File: src/rtl/debug_trigger_pkg.sv
// Shared types for the LSA debug trigger: mode field layout, trigger sources, FSM states.
package debug_trigger_pkg;

  localparam int unsigned LSA_DATA_W = 96;
  localparam int unsigned MODE_W     = 8;
  localparam int unsigned BANK_W     = 2;
  localparam int unsigned OCC_W      = 4;
  localparam int unsigned HOLD_W     = 16;

  typedef enum logic [1:0] {
    SRC_OFF   = 2'd0,
    SRC_LEVEL = 2'd1,
    SRC_EDGE  = 2'd2,
    SRC_EXT   = 2'd3
  } trig_src_e;

  typedef enum logic [1:0] {
    ST_IDLE  = 2'd0,
    ST_HOLD  = 2'd1,
    ST_ARMED = 2'd2,
    ST_FIRED = 2'd3
  } trig_state_e;

  // lsa_mode as returned by the capture block: [7:4] occurrence N, [3:2] source, [1:0] bank
  typedef struct packed {
    logic [OCC_W-1:0]  occ;
    trig_src_e         src;
    logic [BANK_W-1:0] bank;
  } lsa_mode_t;

endpackage

File: src/rtl/debug_sync_edge.sv
// STAGES-deep synchronizer followed by a rising-edge detector; STAGES = 0 bypasses the sync.
module debug_sync_edge #(
  parameter int unsigned STAGES = 2
) (
  input  logic clk_i,
  input  logic rst_ni,
  input  logic din_i,
  output logic rise_c_o
);

  logic sync_out;
  logic prev_q;

  if (STAGES == 0) begin : g_bypass
    assign sync_out = din_i;
  end else begin : g_sync
    logic [STAGES-1:0] sync_q;

    always_ff @(posedge clk_i or negedge rst_ni) begin
      if (!rst_ni) begin
        sync_q <= '0;
      end else begin
        sync_q <= STAGES'({sync_q, din_i});
      end
    end

    assign sync_out = sync_q[STAGES-1];
  end

  always_ff @(posedge clk_i or negedge rst_ni) begin
    if (!rst_ni) begin
      prev_q <= 1'b0;
    end else begin
      prev_q <= sync_out;
    end
  end

  assign rise_c_o = sync_out & ~prev_q;

endmodule

File: src/rtl/debug_trigger.sv
// Probe bank select, 2-stage data pipeline and occurrence-counted trigger FSM for the LSA.
module debug_trigger
  import debug_trigger_pkg::*;
#(
  parameter int unsigned EXT_SYNC = 2,
  parameter int unsigned HOLDOFF  = 0
) (
  input  logic                  lsa_clk,
  input  logic                  lsa_rst_n,
  input  logic [MODE_W-1:0]     lsa_mode,
  input  logic [LSA_DATA_W-1:0] probe0,
  input  logic [LSA_DATA_W-1:0] probe1,
  input  logic [LSA_DATA_W-1:0] probe2,
  input  logic [LSA_DATA_W-1:0] probe3,
  input  logic [LSA_DATA_W-1:0] trig_mask,
  input  logic [LSA_DATA_W-1:0] trig_value,
  input  logic                  ext_trigger,
  output logic [LSA_DATA_W-1:0] lsa_data,
  output logic                  lsa_trigger,
  output logic [1:0]            trig_state
);

  localparam logic [HOLD_W-1:0] HOLD_INIT = HOLD_W'(HOLDOFF);

  lsa_mode_t             mode_c;
  logic [LSA_DATA_W-1:0] bank_sel_c;
  logic [LSA_DATA_W-1:0] s1_q;
  logic [LSA_DATA_W-1:0] data_q;
  logic [MODE_W-1:0]     mode_q;
  logic                  prev_match_q;
  logic                  match_c;
  logic                  rearm_c;
  logic                  ext_rise_c;
  logic                  event_c;

  trig_state_e           state_q, state_d;
  logic [OCC_W-1:0]      occ_q, occ_d;
  logic [HOLD_W-1:0]     hold_q, hold_d;
  logic                  trig_q, trig_d;

  assign mode_c = lsa_mode_t'(lsa_mode);

  always_comb begin
    case (mode_c.bank)
      2'd0:    bank_sel_c = probe0;
      2'd1:    bank_sel_c = probe1;
      2'd2:    bank_sel_c = probe2;
      default: bank_sel_c = probe3;
    endcase
  end

  // Data pipeline plus the per-cycle history used for edge and re-arm detection
  always_ff @(posedge lsa_clk or negedge lsa_rst_n) begin
    if (!lsa_rst_n) begin
      s1_q         <= '0;
      data_q       <= '0;
      mode_q       <= '0;
      prev_match_q <= 1'b0;
    end else begin
      s1_q         <= bank_sel_c;
      data_q       <= s1_q;
      mode_q       <= lsa_mode;
      prev_match_q <= match_c;
    end
  end

  assign match_c = ((s1_q ^ trig_value) & trig_mask) == '0;
  assign rearm_c = lsa_mode != mode_q;

  debug_sync_edge #(
    .STAGES(EXT_SYNC)
  ) u_ext_sync (
    .clk_i   (lsa_clk),
    .rst_ni  (lsa_rst_n),
    .din_i   (ext_trigger),
    .rise_c_o(ext_rise_c)
  );

  always_comb begin
    case (mode_c.src)
      SRC_LEVEL: event_c = match_c;
      SRC_EDGE:  event_c = match_c & ~prev_match_q;
      SRC_EXT:   event_c = ext_rise_c;
      default:   event_c = 1'b0;
    endcase
  end

  always_ff @(posedge lsa_clk or negedge lsa_rst_n) begin
    if (!lsa_rst_n) begin
      state_q <= ST_IDLE;
      occ_q   <= '0;
      hold_q  <= '0;
      trig_q  <= 1'b0;
    end else begin
      state_q <= state_d;
      occ_q   <= occ_d;
      hold_q  <= hold_d;
      trig_q  <= trig_d;
    end
  end

  // Re-arm (any mode change) wins over every state and discards a same-cycle event
  always_comb begin
    state_d = state_q;
    occ_d   = occ_q;
    hold_d  = hold_q;
    trig_d  = trig_q;
    if (rearm_c) begin
      state_d = ST_IDLE;
      trig_d  = 1'b0;
    end else begin
      case (state_q)
        ST_IDLE: begin
          occ_d   = '0;
          hold_d  = HOLD_INIT;
          trig_d  = 1'b0;
          state_d = (HOLD_INIT != '0) ? ST_HOLD : ST_ARMED;
        end
        ST_HOLD: begin
          hold_d = hold_q - HOLD_W'(1);
          if (hold_q <= HOLD_W'(1)) begin
            state_d = ST_ARMED;
          end
        end
        ST_ARMED: begin
          if (event_c) begin
            if (occ_q == mode_c.occ) begin
              state_d = ST_FIRED;
              trig_d  = 1'b1;
            end else begin
              occ_d = occ_q + OCC_W'(1);
            end
          end
        end
        ST_FIRED: begin
          trig_d = 1'b1;
        end
        default: begin
          state_d = ST_IDLE;
          trig_d  = 1'b0;
        end
      endcase
    end
  end

  assign lsa_data    = data_q;
  assign lsa_trigger = trig_q;
  assign trig_state  = state_q;

endmodule

File: config.mk
export PLATFORM = sky130hd
export DESIGN_NAME = debug_trigger
export DESIGN_NICKNAME = d
export VERILOG_FILES = /design/src/rtl/debug_trigger_pkg.sv /design/src/rtl/debug_sync_edge.sv /design/src/rtl/debug_trigger.sv
export SDC_FILE = /design/constraint.sdc
export NUM_CORES = 1
export LEC_CHECK = 0
export CELL_PAD_IN_SITES_DETAIL_PLACEMENT = 0
export CELL_PAD_IN_SITES_GLOBAL_PLACEMENT = 2
export CORE_AREA = 2 2 267 269
export CTS_BUF_LIST = sky130_fd_sc_hd__clkbuf_2
export DETAILED_ROUTE_END_ITERATION = 8
export DIE_AREA = 0 0 269 271
export GPL_TIMING_DRIVEN = 0
export PLACE_DENSITY = 0.68
export SLEW_MARGIN = 0
export SYNTH_ARGS = -nofsm -noshare
export SYNTH_HDL_FRONTEND = slang
export SYNTH_SLANG_ARGS = --single-unit
File: constraint.sdc
create_clock -name lsa_clk -period 3.5 [get_ports lsa_clk]
set_input_delay 0.875 -clock lsa_clk [delete_from_list [all_inputs] [get_ports lsa_clk]]
set_output_delay 0.875 -clock lsa_clk [all_outputs]
set_load 0.02 [all_outputs]
==> impl_summary.log, run 1 <==
INFO  metric critical_path_peak_fanout = 10
INFO  metric ys_seq_elements = 227
INFO  metric clk-insertion-delay-late = 1.01 ns
INFO  metric port_buffers = 685
INFO  metric worst_slack = 0.120 ns
INFO  metric startpoint_type = input pin
INFO  metric detailedRoute.firstIterationViolations = 410
INFO  metric route.vias.total = 9496
INFO  metric cts_buffer_depth = 3
INFO  metric synth.distinct_cells = 47
INFO  metric final-setup-viol-count = 0
INFO  metric async_flop_share = 1.00
INFO  metric time_the_worst_path_needs_with_i_o_delays_and_setup = 3.38 ns
INFO  metric final_min_period_over_clock_period = 0.966
INFO  metric clk_pin_slew = 0.08 ns
INFO  metric coreArea = 69800 µm²
INFO  metric antenna_found_initial = 21
INFO  metric timing.clock.skew = 0.0840 ns
INFO  metric worst-endpoint-required = 4.27 ns
INFO  metric wl_per_cell = 25.8 µm
INFO  metric ff2ff_setup_slack = 0.22 ns
INFO  metric initial_util = 0.149
INFO  metric sequential_share_of_the_synthesized_area = 0.546
INFO  metric tightest_slew = 1.32 ns
INFO  metric synth_top_cell_area_share = 0.546
INFO  metric hold_path_depth = 1
INFO  metric reg2reg_to = occ_q[3]
INFO  metric first_global_vias = 10700
INFO  metric crit_path_frequent_cell = sky130_fd_sc_hd__clkbuf_1
INFO  metric cts_hold_buffers = 1
INFO  metric achievable_clock_frequency = 296 MHz
INFO  metric synth.cell_area = 10400 µm²
INFO  metric detailedRoute.firstPassIterationCount = 5
INFO  metric hold_ep = u_ext_sync.g_sync.sync_q[0]
INFO  metric htree_num_levels = 3
INFO  metric post_synth_main_area_contributors = sky130_fd_sc_hd__dfrtp_1, sky130_fd_sc_hd__mux4_2, sky130_fd_sc_hd__xor2_1
INFO  metric cp_num_buf_inv = 4
INFO  metric synth-edff-count = 0
INFO  metric die_outline_area = 72900 µm²
INFO  metric grt_max_degree = 109
INFO  metric grt_first_pass_wirelength = 83.3 mm
INFO  metric worst_r2r_startpoint = s1_q[71]
INFO  metric slew_violations = 0
INFO  metric cellLeakagePower = 7.53 nW
INFO  metric remaining_antenna_violation_count_after_routing = 0
INFO  metric routabilityCongestion = 0.868
INFO  metric slowest_stage = sky130_fd_sc_hd__clkbuf_1
INFO  metric ctsRootBufferMaster = sky130_fd_sc_hd__clkbuf_2
INFO  metric rsz_0062_raised_after_global_routing = false
INFO  metric grt.total_usage = 0.169
INFO  metric postSynthCellCount = 673
INFO  metric cp_cell_sequence = clkdlybuf4s50_1, clkbuf_1, buf_1, clkbuf_1, mux4_2
INFO  metric placement.setup.worst_slack = -1.05 ns
INFO  metric timing.setup.tns = 0 ns
INFO  metric row_count = 97
INFO  metric min_from = ext_trigger
INFO  metric max-slew-margin-rel = 0.120
INFO  metric dominantRegCellSynth = sky130_fd_sc_hd__dfrtp_1
INFO  metric hold_class = in -> reg
INFO  metric synth.most_common_cell = sky130_fd_sc_hd__dfrtp_1
INFO  metric syn_nets = 1267
INFO  metric arrival = 4.15 ns
INFO  metric crit_path_max_incr_delay = 1.01 ns
INFO  metric cts_tree = built
INFO  metric vias_per_cell = 3.91
INFO  metric chipHeight = 271 µm
INFO  metric rr_worst_depth = 7
INFO  metric drive_above_1_share = 0.152
INFO  metric hold_violations = 0
INFO  metric numCtsBuffers = 72
INFO  metric area_growth_syn_to_layout = 84.4%
INFO  metric timing.setup.critical_path_class = in -> reg
INFO  metric tritoncts_num_sinks = 227
INFO  metric floorplan.die.width = 269 µm
INFO  metric netlist.top_cell.by_area = sky130_fd_sc_hd__dfrtp_1
INFO  metric drv_cap = 0
INFO  metric post_cts.resized_instances = 0
INFO  metric totalWireLength = 62.7 mm
INFO  metric yosysWarnings = 0
INFO  metric grt_overflow_total = 0
INFO  metric dp_hpwl = 52.8 mm
INFO  metric syn_area_per_cell = 15.5 µm²
INFO  metric timing.critical_path.to_type = flip-flop
INFO  metric fin_nets = 2029
INFO  metric ioPinCount = 686
INFO  metric ir_worst_vdd = 0.118 mV
INFO  metric power_density_cells = 381 nW/µm²
INFO  metric total_drc_errors_in_the_routed_layout = 0
INFO  metric status = finished, final reports clean
INFO  metric cpLargestDelayFamily = buffers and inverters
INFO  metric post_cts.repair.setup_buffers = 0
INFO  metric synth_commonest_cells = sky130_fd_sc_hd__dfrtp_1, sky130_fd_sc_hd__xor2_1, sky130_fd_sc_hd__mux4_2
## routing by layer
metal	vias up	GRT usage	wire length, µm
li1	4180	-	-
met1	4740	0.198	24200
met2	487	0.295	31700
met3	77	0.0538	5490
met4	12	0.0481	1170
met5	-	0	82
## cell usage in the layout (no fill, tap or decap), types with 5 or more instances in the layout
cell                              synthesis  layout
sky130_fd_sc_hd__clkdlybuf4s50_1          0     684
sky130_fd_sc_hd__dfrtp_1                227     227
sky130_fd_sc_hd__xor2_1                 108     108
sky130_fd_sc_hd__clkbuf_2                 0      97
sky130_fd_sc_hd__mux4_2                  96      96
sky130_fd_sc_hd__a22oi_1                 65      65
sky130_fd_sc_hd__nand4_1                 21      21
sky130_fd_sc_hd__nor2_1                  19      19
sky130_fd_sc_hd__clkinv_1                 0      16
sky130_fd_sc_hd__clkbuf_1                12      12
sky130_fd_sc_hd__nand2_1                 12      12
sky130_fd_sc_hd__o21ai_0                 11      11
sky130_fd_sc_hd__diode_2                  0      10
sky130_fd_sc_hd__inv_1                   10      10
sky130_fd_sc_hd__or3_1                    8       8
sky130_fd_sc_hd__xnor2_1                  8       8
sky130_fd_sc_hd__buf_2                    4       7
sky130_fd_sc_hd__ha_1                     7       7
sky130_fd_sc_hd__a21oi_1                  5       5
## worst reg2reg max path, cell delays in order, from the launching register on
cell and delay [ns]:
sky130_fd_sc_hd__dfrtp_1 0.40, sky130_fd_sc_hd__xor2_1 0.15, sky130_fd_sc_hd__a22oi_1 0.79, sky130_fd_sc_hd__nand4_1 0.18, sky130_fd_sc_hd__or4_1 0.70, sky130_fd_sc_hd__nor4_4 0.36, sky130_fd_sc_hd__o2111ai_1 0.23, sky130_fd_sc_hd__mux2_4 0.33
## flip-flops by register name, indices dropped and copies added, names as in the netlist, 2 cells and up
signal,flops
u_ext_sync.g_sync.sync_q,2
occ_q,4
mode_q,8
hold_q,16
s1_q,96
trig_state,2
lsa_data,96
## power breakdown
group          switching [mW]  total (mW)  internal [mW]
combinational           0.839        1.97           1.13
sequential              0.207        3.10           2.89
clock                    1.29        2.25          0.958
## worst max-delay path by stage
stage | from | to | slack [ns] | depth (start not counted)
after CTS | s1_q[71] | occ_q[3] | 0.02 | 7
after floorplan | trig_value[91] | occ_q[3] | 0.71 | 7
after global routing | lsa_mode[0] | s1_q[81] | 0.02 | 5
after global placement | lsa_rst_n | lsa_data[66] | -9.03 | 1
after detailed placement | lsa_mode[0] | s1_q[81] | -1.05 | 5
final | lsa_mode[1] | s1_q[81] | 0.12 | 5
## layout make-up
class,instances,area [µm²]
flip-flops and latches,227,5680
repair buffers,688,6930
inverters,10,37.5
plain buffers,24,100
clock buffers,96,480
multi-input cells,412,4590
fillers,7222,50600
clock inverters,23,170
well taps,940,1180
diodes,10,25.0
## per-stage QoR
step / utilization / instances / total power, mW / hold WS (ns) / cell area, µm²
floorplan: - / 673 / 3.77 / 0.331 / 10400
global placement: 0.264 / 2298 / 5.15 / 0.359 / 18400
detailed placement: 0.265 / 2300 / 5.16 / 0.362 / 18500
CTS: 0.275 / 2420 / 7.52 / 0.109 / 19200
global route: 0.275 / 2423 / 7.75 / 0.190 / 19200
finish: 0.275 / 2430 / 7.32 / 0.332 / 19200
## kinds of logic after synthesis
logic type | Yosys count | share of synthesized area
AO/OA/AOI/OAI | 103 | 0.0750
adder cells (fa/ha/maj) | 7 | 0.00842
XOR/XNOR | 116 | 0.0976
AND/OR/NAND/NOR | 87 | 0.0489
flip-flops | 227 | 0.546
multiplexers | 99 | 0.211
buffers and inverters | 34 | 0.0127
No activity file was read; power rests on OpenSTA's default activity.
==> run 2: changes to the inputs <==
--- a/config.mk
+++ b/config.mk
@@ -8,7 +8,6 @@
 export CELL_PAD_IN_SITES_DETAIL_PLACEMENT = 0
 export CELL_PAD_IN_SITES_GLOBAL_PLACEMENT = 2
 export CORE_AREA = 2 2 267 269
-export CTS_BUF_LIST = sky130_fd_sc_hd__clkbuf_2
 export DETAILED_ROUTE_END_ITERATION = 8
 export DIE_AREA = 0 0 269 271
 export GPL_TIMING_DRIVEN = 0
==> run 2 against run 1 <==
Critical path type unchanged; sequential share of layout area decreased by 0.58 points; cell count decreased by 2.8%; sequential power about the same; total power increased by 13%; non-clock buffer count decreased by 1; maximum frequency decreased by 3.2%; register-to-register slack improved by 0.12 ns; die area unchanged.
==> impl_summary.log, run 2 (synthesized netlist as in run 1, its figures left out) <==
INFO  metric power_density_cells = 423 nW/µm²
INFO  metric antenna_found_initial = 23
INFO  metric htree_num_levels = 1
INFO  metric grt_most_used_layer = met2
INFO  metric achievable_clock_frequency = 286 MHz
INFO  metric remaining_antenna_violation_count_after_routing = 0
INFO  metric cp_num_buf_inv = 1
INFO  metric ir_worst_vdd = 0.297 mV
INFO  metric p_clk_frac = 0.385
INFO  metric drv_cap = 0
INFO  metric worst_slack = 0.00643 ns
INFO  metric grt.total_usage = 0.166
INFO  metric hold-worst-slack = 0.173 ns
INFO  metric initial_util = 0.149
INFO  metric detailedRoute.firstIterationViolations = 485
INFO  metric dp_hpwl = 52.8 mm
INFO  metric rr_worst_depth = 7
INFO  metric reg2reg_to = occ_q[3]
INFO  metric ioPinCount = 686
INFO  metric global_route.usage.met2 = 0.285
INFO  metric grt_use_met3 = 0.0462
INFO  metric row_count = 97
INFO  metric die_outline_area = 72900 µm²
INFO  metric fin_nets = 1986
INFO  metric timing.setup.critical_path_class = in -> reg
INFO  metric drive_above_1_share = 0.128
INFO  metric post-route-cell-area = 19600 µm²
INFO  metric postLayoutCoreUtil = 0.280
INFO  metric cts_hold_buffers = 0
INFO  metric max-slew-margin-rel = 0.0780
INFO  metric cts_tree = built
INFO  metric worst_r2r_startpoint = s1_q[35]
INFO  metric rsz_0062_raised_after_global_routing = false
INFO  metric numPlacedInstances = 2300
INFO  metric grt_first_pass_wirelength = 82.3 mm
INFO  metric port_buffers = 685
INFO  metric status = finished, final reports clean
INFO  metric route.vias.total = 9362
INFO  metric cp_cell_sequence = clkdlybuf4s50_1, xor2_1, a22oi_1, nand4_1, or4_1, nor4_4, o2111ai_1, mux2_4
INFO  metric hold_class = in -> async
INFO  metric slew_violations = 0
INFO  metric startpoint_type = input pin
INFO  metric clk_pin_slew = 0.06 ns
INFO  metric timing.setup.tns = 0 ns
INFO  metric switching_power = 2.31 mW
INFO  metric p_int = 5.96 mW
INFO  metric power.share.combinational = 0.239
INFO  metric tritoncts_num_sinks = 227
INFO  metric cellLeakagePower = 7.57 nW
INFO  metric first_global_vias = 10400
INFO  metric cpLargestDelayFamily = simple AND/OR/NAND/NOR gates
INFO  metric mostFrequentLayoutCells = sky130_fd_sc_hd__clkdlybuf4s50_1, sky130_fd_sc_hd__dfrtp_1, sky130_fd_sc_hd__xor2_1
INFO  metric total_drc_errors_in_the_routed_layout = 0
INFO  metric placement.setup.worst_slack = -1.05 ns
INFO  metric worst-endpoint-required = 3.97 ns
INFO  metric numCtsBuffers = 30
INFO  metric tightest_slew = 1.38 ns
INFO  metric layout_commonest_cell = sky130_fd_sc_hd__clkdlybuf4s50_1
INFO  metric final_min_period_over_clock_period = 0.998
INFO  metric netSwitchingFraction = 0.279
INFO  metric grt_overflow_total = 0
INFO  metric wl_per_cell = 26.3 µm
INFO  metric area_growth_syn_to_layout = 88.1%
INFO  metric chipHeight = 271 µm
INFO  metric hold_violations = 0
INFO  metric ctsRootBufferMaster = sky130_fd_sc_hd__clkbuf_16
INFO  metric timing.clock.skew = 0.0265 ns
INFO  metric p_total = 8.27 mW
INFO  metric detailed_place.area = 18500 µm²
INFO  metric timing.critical_path.to_type = flip-flop
INFO  metric grt_max_degree = 109
INFO  metric final-setup-viol-count = 0
INFO  metric floorplan.die.width = 269 µm
INFO  metric totalWireLength = 62.2 mm
INFO  metric time_the_worst_path_needs_with_i_o_delays_and_setup = 3.49 ns
INFO  metric slowest_stage = sky130_fd_sc_hd__a22oi_1
INFO  metric power_frac_seq = 0.375
INFO  metric ff2ff_setup_slack = 0.34 ns
INFO  metric crit_cells = 8
INFO  metric instances_no_fill = 2363
INFO  metric critical_path_peak_fanout = 4
INFO  metric vias_per_cell = 3.96
INFO  metric global_route.usage.met1 = 0.200
INFO  metric detailedRoute.firstPassIterationCount = 5
INFO  metric clk-insertion-delay-late = 0.59 ns
INFO  metric crit_path_max_incr_delay = 0.74 ns
INFO  metric arrival = 3.96 ns
INFO  metric cts_buffer_depth = 3
INFO  metric routabilityCongestion = 0.868
INFO  metric coreArea = 69800 µm²
run 2: cell types whose count changed in the layout (fill, tap and decap cells not counted), sizes merged, moves of 2 or more:
cell	before	now
clkdlybuf4s15	0	2
buf	14	10
clkinv	17	9
clkbuf	109	55
diode	10	8
run 2: power groups by stage:
stage | combinational, mW | clock (mW) | sequential [mW]
2_1_floorplan | 0.553 | 0 | 3.21
3_3_place_gp | 2.00 | 0 | 3.15
3_5_place_dp | 2.00 | 0 | 3.15
4_1_cts | 2.02 | 3.29 | 3.11
5_1_grt | 2.11 | 3.41 | 3.14
6_report | 1.98 | 3.19 | 3.10
run 2: metal layers:
layer,vias up,share of wire,wire length (µm)
met5,-,0.0016,97
met4,14,0.030,1840
met3,105,0.075,4670
met2,483,0.50,30800
met1,4694,0.40,24800
li1,4066,-,-
run 2: timing repair:
| action | in CTS | in global routing |
|---|---|---|
| gates resized for setup | 9 | 3 |
| setup endpoints to repair | 53 | 2 |
| setup buffers | 0 | 0 |
run 2: area by class of cell:
type / instances / area (µm²)
diodes: 8 / 20.0
plain buffers: 24 / 124
flip-flops and latches: 227 / 5680
repair buffers: 687 / 6920
inverters: 10 / 37.5
clock buffers: 40 / 860
multi-input cells: 412 / 4600
fillers: 7141 / 50200
clock inverters: 15 / 159
well taps: 940 / 1180
run 2: how the worst max path moves through the flow:
stage	from	end	slack, ns
after CTS	trig_value[35]	occ_q[3]	0.01
after floorplan	trig_value[91]	occ_q[3]	0.71
after detailed placement	lsa_mode[0]	s1_q[81]	-1.05
after global routing	lsa_mode[1]	occ_q[3]	0.01
final	trig_value[35]	occ_q[3]	0.006
after global placement	lsa_rst_n	lsa_data[66]	-9.03
==> run 3: changes to the inputs <==
==> constraint.sdc (replaced) <==
create_clock -name lsa_clk -period 3.5 [get_ports lsa_clk]
set_input_delay 0.7 -clock lsa_clk [delete_from_list [all_inputs] [get_ports lsa_clk]]
set_output_delay 0.7 -clock lsa_clk [all_outputs]
set_load 0.02 [all_outputs]
==> run 3 against run 2 <==
Clock power is essentially flat; non-clock buffer count grew 1; cell area barely moved; flip-flop and latch count is the same; utilization about the same; largest power group unchanged; maximum frequency up 4.8%; clock skew hardly changed; global-route usage is essentially flat; largest cell class unchanged; via count shrank 0.12%.
==> impl_summary.log, run 3 (synthesized netlist as in run 1, its figures left out) <==
INFO  metric total_drc_errors_in_the_routed_layout = 0
INFO  metric detailed_place.area = 18500 µm²
INFO  metric route.vias.total = 9351
INFO  metric coreArea = 69800 µm²
INFO  metric power_frac_seq = 0.375
INFO  metric port_buffers = 685
INFO  metric achievable_clock_frequency = 300 MHz
INFO  metric initial_util = 0.149
INFO  metric antenna_found_initial = 23
INFO  metric grt_most_used_layer = met2
INFO  metric floorplan.die.width = 269 µm
INFO  metric grt_overflow_total = 0
INFO  metric totalWireLength = 62.2 mm
INFO  metric grt.total_usage = 0.166
INFO  metric dp_hpwl = 52.8 mm
INFO  metric p_total = 8.27 mW
INFO  metric critical_path_peak_fanout = 4
INFO  metric p_clk_frac = 0.385
INFO  metric area_growth_syn_to_layout = 88.1%
INFO  metric die_outline_area = 72900 µm²
INFO  metric hold_violations = 0
INFO  metric detailedRoute.firstPassIterationCount = 5
INFO  metric timing.setup.tns = 0 ns
INFO  metric time_the_worst_path_needs_with_i_o_delays_and_setup = 3.33 ns
INFO  metric first_global_vias = 10400
INFO  metric fin_nets = 1987
INFO  metric arrival = 3.80 ns
INFO  metric drv_cap = 0
INFO  metric p_int = 5.96 mW
INFO  metric vias_per_cell = 3.96
INFO  metric postLayoutCoreUtil = 0.280
INFO  metric timing.setup.critical_path_class = in -> reg
INFO  metric timing.clock.skew = 0.0267 ns
INFO  metric global_route.usage.met2 = 0.285
INFO  metric layout_commonest_cell = sky130_fd_sc_hd__clkdlybuf4s50_1
INFO  metric numCtsBuffers = 30
INFO  metric cts_buffer_depth = 3
INFO  metric grt_use_met3 = 0.0462
INFO  metric ctsRootBufferMaster = sky130_fd_sc_hd__clkbuf_16
INFO  metric filler_cells = 7139
INFO  metric global_route.usage.met1 = 0.200
INFO  metric hold_class = reg -> reg
INFO  metric worst-endpoint-required = 3.97 ns
INFO  metric detailedRoute.firstIterationViolations = 471
INFO  metric grt_first_pass_wirelength = 82.3 mm
INFO  metric power.share.combinational = 0.239
INFO  metric grt_max_degree = 109
INFO  metric hold-worst-slack = 0.367 ns
INFO  metric final_min_period_over_clock_period = 0.952
INFO  metric placement.setup.worst_slack = -0.872 ns
INFO  metric switching_power = 2.31 mW
INFO  metric ir_worst_vdd = 0.296 mV
INFO  metric row_count = 97
INFO  metric rsz_0062_raised_after_global_routing = false
INFO  metric tritoncts_num_sinks = 227
INFO  metric cts_tree = built
INFO  metric numPlacedInstances = 2300
INFO  metric ioPinCount = 686
INFO  metric worst_slack = 0.168 ns
INFO  metric max-slew-margin-rel = 0.0762
INFO  metric clk_pin_slew = 0.06 ns
INFO  metric netSwitchingFraction = 0.279
INFO  metric remaining_antenna_violation_count_after_routing = 0
INFO  metric wl_per_cell = 26.3 µm
INFO  metric cellLeakagePower = 7.57 nW
INFO  metric slew_violations = 0
INFO  metric mostFrequentLayoutCells = sky130_fd_sc_hd__clkdlybuf4s50_1, sky130_fd_sc_hd__dfrtp_1, sky130_fd_sc_hd__xor2_1
INFO  metric instances_no_fill = 2364
INFO  metric startpoint_type = input pin
INFO  metric final-setup-viol-count = 0
INFO  metric status = finished, final reports clean
INFO  metric routabilityCongestion = 0.868
INFO  metric chipHeight = 271 µm
INFO  metric clk-insertion-delay-late = 0.59 ns
INFO  metric htree_num_levels = 1
INFO  metric power_density_cells = 423 nW/µm²
INFO  metric sequential_cell_area = 5680 µm²
INFO  metric drive_above_1_share = 0.126
INFO  metric multi_input_area = 4600 µm²
INFO  metric timing.critical_path.to_type = flip-flop
INFO  metric post-route-cell-area = 19600 µm²
INFO  metric tightest_slew = 1.39 ns
## run 3: final timing paths
kind | startpoint | end | slack, ns | depth (start not counted)
worst max register to register | s1_q[35] | occ_q[3] | 0.33 | 7
max in group asynchronous | lsa_rst_n | lsa_data[23] | 1.93 | 3
min in group asynchronous | lsa_rst_n | lsa_data[24] | 0.60 | 2
worst min-delay path | u_ext_sync.g_sync.sync_q[1] | u_ext_sync.prev_q | 0.37 | 0
worst min register to register | u_ext_sync.g_sync.sync_q[1] | u_ext_sync.prev_q | 0.37 | 0
worst max-delay path | trig_value[35] | occ_q[3] | 0.17 | 8
## run 3: power by group through the flow
stage	logic [mW]	registers [mW]	clock network (mW)
2_1_floorplan	0.553	3.21	0
3_3_place_gp	2.00	3.15	0
3_5_place_dp	2.00	3.15	0
4_1_cts	2.02	3.11	3.29
5_1_grt	2.11	3.14	3.41
6_report	1.98	3.10	3.19
## run 3: repair_timing
item	4_1_cts	5_1_grt
endpoints found under the setup margin	37	0
buffers inserted	0	0
hold buffers	1	0
hold endpoints to repair	35	0
gates resized for setup	6	0
## run 3: layout make-up
type                       count  area share
inverter                      10     0.00192
antenna                        8     0.00102
buffer                        24     0.00569
clock buffer                  40      0.0439
clock inverter                15     0.00812
sequential                   227       0.290
tap                          940      0.0601
timing repair buffer         688       0.354
multi-input combinational    412       0.235
## run 3: worst max-delay path, cell delays in order
cell	delay, ns
sky130_fd_sc_hd__clkdlybuf4s50_1	0.41
sky130_fd_sc_hd__xor2_1	0.16
sky130_fd_sc_hd__a22oi_1	0.75
sky130_fd_sc_hd__nand4_1	0.16
sky130_fd_sc_hd__or4_1	0.72
sky130_fd_sc_hd__nor4_4	0.34
sky130_fd_sc_hd__o2111ai_1	0.22
sky130_fd_sc_hd__mux2_4	0.33
## run 3: metal layers
layer	up-vias	share of wire
met5	-	0.0016
met4	14	0.030
met3	109	0.075
met2	480	0.49
met1	4681	0.40
li1	4067	-
